<file path="config.mk">
export PLATFORM = sky130hd
export DESIGN_NAME = sysid_checker_timeout
export DESIGN_NICKNAME = d
export VERILOG_FILES = /design/src/rtl/sysid_checker_pkg.sv /design/src/rtl/sysid_checker_timeout.sv
export SDC_FILE = /design/constraint.sdc
export NUM_CORES = 1
export LEC_CHECK = 0
export BUFFER_PORTS_ARGS = -buffer_cell sky130_fd_sc_hd__buf_4
export CORE_MARGIN = 1
export CORE_UTILIZATION = 52
export DETAILED_ROUTE_END_ITERATION = 8
export PLACE_DENSITY = 0.77
export RECOVER_POWER = 100
export SYNTH_ARGS = -nofsm -noshare
export SYNTH_HDL_FRONTEND = slang
export SYNTH_SLANG_ARGS = --single-unit
</file>
<file path="constraint.sdc">
create_clock -name clock -period 1.6 [get_ports clock]
set_input_delay 0.32 -clock clock [delete_from_list [all_inputs] [get_ports clock]]
set_output_delay 0.32 -clock clock [all_outputs]
set_load 0.005 [all_outputs]
</file>
<file path="src/rtl/sysid_checker_pkg.sv">
// sysid_checker_pkg: shared types and constants for the system ID checker.
// States of the read/compare sequence, Avalon word addresses of the two ID
// registers and the default build-time expected values.
package sysid_checker_pkg;

    typedef enum logic [2:0] {
        IDLE    = 3'd0,
        RD_ID   = 3'd1,
        WAIT_ID = 3'd2,
        RD_TS   = 3'd3,
        WAIT_TS = 3'd4,
        CMP     = 3'd5
    } state_t;

    localparam logic        ADDR_ID         = 1'b0;
    localparam logic        ADDR_TS         = 1'b1;
    localparam logic [31:0] DEF_EXPECTED_ID = 32'hACD5_1302;
    localparam logic [31:0] DEF_EXPECTED_TS = 32'h5925_2B95;

    // Word comparison used for both the ID and the timestamp check.
    function automatic logic words_match(input logic [31:0] a, input logic [31:0] b);
        return (a == b);
    endfunction

endpackage

</file>
<file path="src/rtl/sysid_checker_timeout.sv">
// sysid_checker_timeout: per-read watchdog for the system ID checker.
// Only instantiated when SYSID_CHECKER_TIMEOUT_EN is defined. The count is
// cleared on entry to a read phase and advances while a read is in flight;
// expired flags the cycle that is the LIMIT-th cycle of the read.
module sysid_checker_timeout
    import sysid_checker_pkg::*;
#(
    parameter int unsigned LIMIT = 255
) (
    input  logic clock,
    input  logic reset,
    input  logic clear,
    input  logic enable,
    output logic expired
);

    localparam logic [15:0] LAST = 16'(LIMIT - 1);

    logic [15:0] count_r;

    // Cycle counter: clear wins, saturates instead of wrapping.
    always_ff @(posedge clock or posedge reset) begin
        if (reset) begin
            count_r <= 16'd0;
        end else if (clear) begin
            count_r <= 16'd0;
        end else if (enable && (count_r != 16'hFFFF)) begin
            count_r <= count_r + 16'd1;
        end else begin
            count_r <= count_r;
        end
    end

    assign expired = enable && (count_r >= LAST);

endmodule

</file>
==> impl_metrics.ini, run 1 <==
[sta]
finClkSkew_ns = 0.00782
tns_ns = -0.631
max_freq_ghz = 0.562
slew_headroom = 0.563
setup_viol = 11
worst_pin_slew_ns = 0.656
hold_viol = 0
timing.final.crit_share = 1.11
grt_setup_unrepaired = true
post-route-min-period_ns = 1.78
slew_viol_final = 0
worst_hold_slack_ns = 0.109
fin_ws_ns = -0.179

[global_route]
antenna_found_initial = 0
grt_max_degree = 17
grt.total_usage = 0.305
grt_first_pass_wirelength_um = 4410
grt_overflow = 0
grt_pass1_vias = 985

[critical_path]
end_kind = primary output
ff2ff_path_depth = 4
worstPathArrival_ns = 1.46
r2r_slack_ns = -0.08
reg2reg_to = count_r[1]
worstSetupPathType = reg2out
worst_r2r_startpoint = count_r[7]
cp.required_ns = 1.28
cp-start-kind = flip-flop
crit_path_max_fanout = 2

[finish]
final_cells = 161
regMostFlops = count_r
reg.largest.list = count_r (16)
n_fill_cell = 131
diodes = 0
drive_above_1_share = 0.346
largest_reg_flops = 16
area_growth_pct = 32.1
nNetsFinal = 144

[logic_synthesis]
yosysTopAreaCellShare = 0.413
syn_area_per_cell_um2 = 8.82
yosys.area.top_type = dfrtp_1
yosys_warnings = 0
synth_area_um2 = 970
syn_nets = 116
ys_ff_latch = 16
yosysSeqAreaShare = 0.413
synthCells = 110
synth.distinct_cells = 32
netlist_top_cells_area = dfrtp_1, nand4_1, a21oi_1, or3_1, nand3_1

[power]
p_leak_nw = 0.544
p_per_area_nw_per_um2 = 555
ir_worst_vdd_mv = 0.442

[run]
cap_violations = 0

[clock_network]
clkSinkCount = 16
cts_max_level = 1
clock_path_buffers = 2
worstSkewPairLatency_ns = 0.29
clk_pin_slew_worst_paths_ns = 0.10
cts_tree = yes
root_buffer = clkbuf_4
cts_made_buffers = 3

[placement]
dp_cells = 150
io_buffers = 4
dpl.hpwl_um = 1710
gp_congestion = 0.873

[drt]
drt_iter0_drc = 52
vias = 1060
vias_per_cell = 6.58
post-route-drc-count = 0
dr.pass1.iters = 5
antenna_violating_nets_post_route = 0
drt-wirelength-per-cell_um = 16.9
wl_um = 2720

[die]
io_pins = 5
die_x_um = 45.2
core_region_area_um2 = 1750
die-area_um2 = 2040
die_h_um = 45.2
initial_core_util = 0.556
fp-row-count = 15

[status]
status = complete, but fails checks
violations = setup timing

[hold_path]
min_path_type = in2async
[report_power, final]
| part | switching (mW) | total (mW) | leakage [nW] | internal [mW] |
|---|---|---|---|---|
| logic | 0.0479 | 0.0823 | 0.309 | 0.0344 |
| registers | 0.00355 | 0.412 | 0.222 | 0.408 |
| clock network | 0.130 | 0.217 | 0.0138 | 0.0877 |
[cell families after synthesis]
family,synth area share
buffers and inverters,0.0413
adder cells (fa/ha/maj),0.0258
AO/OA/AOI/OAI,0.201
XOR/XNOR,0.00903
AND/OR/NAND/NOR,0.310
flip-flops,0.413
[Yosys cell counts, drive strengths merged]
library cell / instances
dfrtp: 16
a21oi: 11
nand4: 10
nand3: 8
o21ai: 7
or3: 7
nand2: 6
inv: 5
clkbuf: 4
nor2: 4
nor4: 4
and4: 3
nor3: 3
a31oi: 2
ha: 2
o2111ai: 2
o211ai: 2
o31ai: 2
or2: 2
or4: 2
a311oi: 1
a31o: 1
and3: 1
buf: 1
o211a: 1
o311ai: 1
o41ai: 1
xor2: 1
[metal layers]
layer  track usage  vias to the layer above  routed length, um
met5             0                        -                  0
met4         0.212                        0                 98
met3        0.0520                       12                228
met2         0.467                       71               1290
met1         0.388                      492               1110
li1              -                      485                  -
[worst max-delay path: stages (launching register included)]
cell and delay [ns]:
dfrtp_1 0.40, buf_6 0.13, inv_4 0.06, ha_4 0.12, o2111ai_2 0.10, a31oi_1 0.21, buf_4 0.15
[layout by cell type (no fill, tap or decap), types with 2 or more instances in the layout]
cell	Yosys	routed
a21oi_1	11	10
or3_1	7	7
o31ai_1	2	2
o211ai_1	2	2
o21ai_0	7	7
nand3_1	8	8
clkbuf_4	0	4
inv_1	5	4
nor4_2	1	2
ha_4	0	2
nor3_1	3	3
nand2_1	6	6
nor2_1	4	4
and4_4	0	2
buf_4	0	24
or2_2	2	2
dfrtp_1	16	16
a31oi_1	2	2
nand4_1	9	9
[final cells by class]
cell class / count / area [um2] / area share
clock buffers: 3 / 22.5 / 0.0176
inverters: 5 / 21.3 / 0.0166
multi-input cells: 84 / 597 / 0.466
flip-flops and latches: 16 / 400 / 0.312
well taps: 25 / 31.3 / 0.0244
repair buffers: 28 / 209 / 0.163
[worst max path at each step]
| stage | slack [ns] | cells past startpoint | end | from |
|---|---|---|---|---|
| floorplan | 0.005 | 5 | count_r[12] | count_r[1] |
| global placement | 0.02 | 3 | count_r[1] | count_r[13] |
| detailed placement | -0.01 | 3 | count_r[1] | count_r[13] |
| CTS | -0.15 | 6 | expired | count_r[0] |
| global route | -0.22 | 4 | expired | count_r[5] |
| finish | -0.18 | 6 | expired | count_r[0] |
[timing repair]
action                     CTS  global route
hold buffers                 0             0
pin swaps                    1             3
gates resized for setup     13             1
setup buffers                6             2
setup endpoints to repair    3            13
[per-stage QoR]
step           instance area, um2   util  power [mW]  setup WS, ns
2_1_floorplan                 975      -       0.450       0.00494
3_3_place_gp                 1130  0.650       0.474        0.0166
3_5_place_dp                 1130  0.650       0.475       -0.0130
4_1_cts                      1270  0.726       0.700        -0.146
5_1_grt                      1280  0.734       0.746        -0.221
6_report                     1280  0.734       0.712        -0.179
(Power assumes the default switching activity.)
==> run 2, diff against run 1 <==
- MAX_ROUTING_LAYER: not set -> met4
==> run 2 against run 1 <==
  * The run still ends with setup timing left
  * Via count is essentially flat
  * Final cell count unchanged
  * First-iteration DRC count up 15%
  * Flip-flop and latch count unchanged
  * Design area is essentially flat
  * Critical path depth did not move
  * Critical path type unchanged
  * Highest routed layer unchanged
==> impl_metrics.ini, run 2 (synthesis gave the netlist of run 1 again) <==
[clock_network]
clock_path_buffers = 2
cts_max_level = 1
cts_tree = yes
cts_made_buffers = 3
clk_pin_slew_worst_paths_ns = 0.10
clkSinkCount = 16
ctsHoldBuffers = 0
root_buffer = clkbuf_4
worstSkewPairLatency_ns = 0.30

[sta]
slew_headroom = 0.561
timing.final.crit_share = 1.12
worst_pin_slew_ns = 0.658
worst_hold_slack_ns = 0.102
setup_viol = 11
max_freq_ghz = 0.559
slew_viol_final = 0
post-route-min-period_ns = 1.79
grt_setup_unrepaired = true
hold_viol = 0
fin_ws_ns = -0.189
finClkSkew_ns = 0.00807
tns_ns = -0.509

[drt]
vias_per_cell = 6.59
antenna_violating_nets_post_route = 0
vias = 1061
drt_iter0_drc = 60
drt-wirelength-per-cell_um = 16.8
dr.pass1.iters = 4
post-route-drc-count = 0
wl_um = 2710

[die]
core_region_area_um2 = 1750
die_x_um = 45.2
fp-row-count = 15
initial_core_util = 0.556
die-area_um2 = 2040
die_h_um = 45.2
io_pins = 5

[critical_path]
crit_path_max_fanout = 2
end_kind = primary output
ff2ff_path_depth = 5
cp.required_ns = 1.28
cp-start-kind = flip-flop
worstSetupPathType = reg2out
r2r_slack_ns = -0.08
reg2reg_to = count_r[1]
worstPathArrival_ns = 1.47
worst_r2r_startpoint = count_r[7]

[power]
power_mw = 0.722
ir_worst_vdd_mv = 0.456
p_leak_nw = 0.545
p_per_area_nw_per_um2 = 564

[finish]
nNetsFinal = 144
n_fill_cell = 132
drive_above_1_share = 0.338
regMostFlops = count_r
layout_commonest_cell = buf_4
area_growth_pct = 32.0
diodes = 0
final_cell_mix = buf_4, dfrtp_1, a21oi_1
largest_reg_flops = 16
reg.largest.list = count_r (16)

[global_route]
globalRouteMet1Util = 0.390
grt_util_met2 = 0.467
grt_max_degree = 17
grt_first_pass_wirelength_um = 4440
busiest_layer = met2
antenna_found_initial = 0
grt_overflow = 0
grtUsageMet3 = 0.0880
grt.total_usage = 0.322
grt_pass1_vias = 985

[status]
violations = setup timing
status = complete, but fails checks

[placement]
io_buffers = 4
gp_congestion = 0.888
dpl.hpwl_um = 1710

[hold_path]
min_path_type = in2async

[run]
cap_violations = 0
[run 2: changes by cell type in the layout (fill, tap and decap cells not counted)]
cell / before / now
clkbuf_2: 1 / 0
buf_4: 24 / 25
a21oi_2: 1 / 0
a21oi_1: 10 / 11
[run 2: worst max-delay path, stage by stage (launching register included)]
cell and delay [ns]:
dfrtp_1 0.40, buf_6 0.13, inv_4 0.06, ha_4 0.12
o2111ai_2 0.10, a31oi_1 0.21, buf_4 0.15
[run 2: stage by stage]
step | setup slack, ns | util | instances | cell area [um2]
finish | -0.189 | 0.733 | 161 | 1280
global route | -0.224 | 0.733 | 161 | 1280
CTS | -0.146 | 0.726 | 159 | 1270
detailed placement | -0.0130 | 0.650 | 150 | 1130
global placement | 0.0166 | 0.650 | 150 | 1130
floorplan | 0.00494 | - | 110 | 975
[run 2: per-layer routing]
| metal | part of all wire | up-vias | wire length (um) |
|---|---|---|---|
| met5 | 0 | - | 0 |
| met4 | 0.034 | 0 | 93 |
| met3 | 0.050 | 10 | 136 |
| met2 | 0.47 | 41 | 1290 |
| met1 | 0.44 | 524 | 1190 |
| li1 | - | 486 | - |
[run 2: how the worst max path moves through the flow]
stage	from	endpoint	cells past startpoint
floorplan	count_r[1]	count_r[12]	5
global placement	count_r[13]	count_r[1]	3
detailed placement	count_r[13]	count_r[1]	3
CTS	count_r[0]	expired	6
global route	count_r[0]	expired	6
finish	count_r[0]	expired	6
[run 2: power by group]
part           internal (mW)  switching (mW)
Combinational         0.0350          0.0478
Clock                 0.0880           0.139
Sequential             0.408         0.00357
Total                  0.531           0.191
[run 2: repair_timing]
| action | 4_1_cts | 5_1_grt |
|---|---|---|
| setup endpoints to repair | 3 | 13 |
| buffers inserted | 6 | 2 |
| pin swaps | 1 | 3 |
| hold endpoints to repair | 0 | 0 |
| resized for setup | 13 | 0 |
[run 2: final cells by class]
type	count	area (um2)	share of cell area
Multi-Input combinational cell	84	593	0.463
Sequential cell	16	400	0.313
Timing Repair Buffer	28	211	0.165
Tap cell	25	31.3	0.0244
Clock buffer	3	22.5	0.0176
Inverter	5	21.3	0.0166
==> run 3, diff against run 2 <==
- CORE_ASPECT_RATIO: not set -> 1.1
- clock period: 1.6 -> 1.47 ns (I/O delays scaled with it)
==> run 3 against run 2 <==
  * The run still ends with setup timing left
  * Sequential share of layout area is 6.4 points lower
  * Final cell count increased by 9.9%
  * Worst setup slack lost 0.18 ns
  * Design area rose by 27%
  * Combinational power increased by 50%
  * Register-to-register slack worse by 0.27 ns
  * Highest routed layer unchanged
  * Clock-buffer cell count up 1
  * Sequential power rose by 9.7%
==> impl_metrics.ini, run 3 (synthesis gave the netlist of run 1 again) <==
[sta]
tns_ns = -3.97
finClkSkew_ns = 0.00228
hold_viol = 0
slew_viol_final = 0
fin_ws_ns = -0.370
grt_setup_unrepaired = true
timing.final.crit_share = 1.25
post-route-min-period_ns = 1.84
slew_headroom = 0.647
max_freq_ghz = 0.544
setup_viol = 17
worst_hold_slack_ns = 0.280
worst_pin_slew_ns = 0.527

[global_route]
grt_first_pass_wirelength_um = 5310
grt_pass1_vias = 1104
grt.total_usage = 0.379
grt_overflow = 0
antenna_found_initial = 0
grt_max_degree = 17

[drt]
dr.pass1.iters = 5
post-route-drc-count = 0
vias_per_cell = 7.31
drt_iter0_drc = 95
antenna_violating_nets_post_route = 0
vias = 1293
wl_um = 4350
drt-wirelength-per-cell_um = 24.6

[status]
violations = setup timing
status = complete, but fails checks

[die]
die_h_um = 47.3
fp-row-count = 16
die_x_um = 43.2
core_region_area_um2 = 1760
die-area_um2 = 2040
initial_core_util = 0.550
io_pins = 5

[critical_path]
path_cells = buf_4 -> buf_4 -> o2111ai_4 -> a31oi_4 -> buf_6
crit_path_max_fanout = 3
critPathMaxStageDelay_ns = 0.44
cp_common_cell = buf_4
critPathTopFamily = buffers and inverters
crit_buf_inv = 3
worstPathArrival_ns = 1.55
cp-start-kind = flip-flop
reg2reg_to = count_r[10]
ff2ff_path_depth = 6
r2r_slack_ns = -0.35
worst_r2r_startpoint = count_r[0]
worstSetupPathType = reg2out
end_kind = primary output
cp.required_ns = 1.18
crit_slowest_cell = dfrtp_2

[finish]
largest_reg_flops = 16
layout_commonest_cell = buf_4
reg.largest.list = count_r (16)
area_growth_pct = 67.7
nNetsFinal = 166
diodes = 0
utilization = 0.923
drive_above_1_share = 0.541
final_cell_mix = buf_4, dfrtp_1, buf_6
regMostFlops = count_r
final_cells = 177
n_fill_cell = 60

[placement]
io_buffers = 4
dpl.hpwl_um = 1980
dp_cells = 156
gp_congestion = 0.866

[clock_network]
clkSinkCount = 16
cts_made_buffers = 3
root_buffer = clkbuf_4
cts_max_level = 1
clock_path_buffers = 2
cts_tree = yes
worstSkewPairLatency_ns = 0.30
clk_pin_slew_worst_paths_ns = 0.11

[hold_path]
holdPathStages = 2
min_from = clear
min_to = count_r[11]
min_path_type = in2reg

[power]
p_leak_nw = 0.717
power_mw = 0.896
p_per_area_nw_per_um2 = 551
ir_worst_vdd_mv = 0.504

[run]
cap_violations = 0
==> run 3: final cells by class <==
class	instances	area (um2)	area share
clock buffers	4	36.3	0.0223
well taps	18	22.5	0.0138
multi-input cells	84	723	0.445
inverters	5	21.3	0.0131
flip-flops and latches	16	404	0.248
repair buffers	50	419	0.258
==> run 3: timing repair <==
item	CTS	global route
hold endpoints to repair	10	0
hold buffers	1	0
buffers inserted	9	7
pin swaps	13	17
cloned	0	0
setup endpoints to repair	17	17
gates resized for setup	25	28
==> run 3: power breakdown <==
group          switching (mW)  total [mW]  leakage (nW)  internal (mW)
Clock                   0.169       0.320        0.0210          0.151
Sequential            0.00642       0.452         0.217          0.445
Combinational          0.0701       0.124         0.479         0.0542
Total                   0.246       0.896         0.717          0.651
==> run 3: metrics by stage <==
stage | setup WS [ns] | area (um2)
after floorplan | -0.0547 | 996
after global placement | -0.0904 | 1230
after detailed placement | -0.150 | 1230
after CTS | -0.302 | 1460
after global routing | -0.393 | 1630
final | -0.370 | 1630
==> run 3: how the worst max path moves through the flow <==
stage,depth (start not counted),to,startpoint,slack [ns]
2_1_floorplan,5,count_r[10],count_r[0],-0.05
3_3_place_gp,6,count_r[9],count_r[0],-0.09
3_5_place_dp,5,count_r[14],count_r[0],-0.15
4_1_cts,5,expired,count_r[1],-0.30
5_1_grt,5,expired,count_r[1],-0.39
6_report,5,expired,count_r[1],-0.37
==> run 3: metal layers <==
metal	share of wire	vias to the layer above	wire, um	GRT usage
li1	-	533	-	-
met1	0.34	607	1470	0.417
met2	0.48	112	2100	0.642
met3	0.10	41	456	0.0846
met4	0.073	0	319	0.212
met5	0	-	0	-
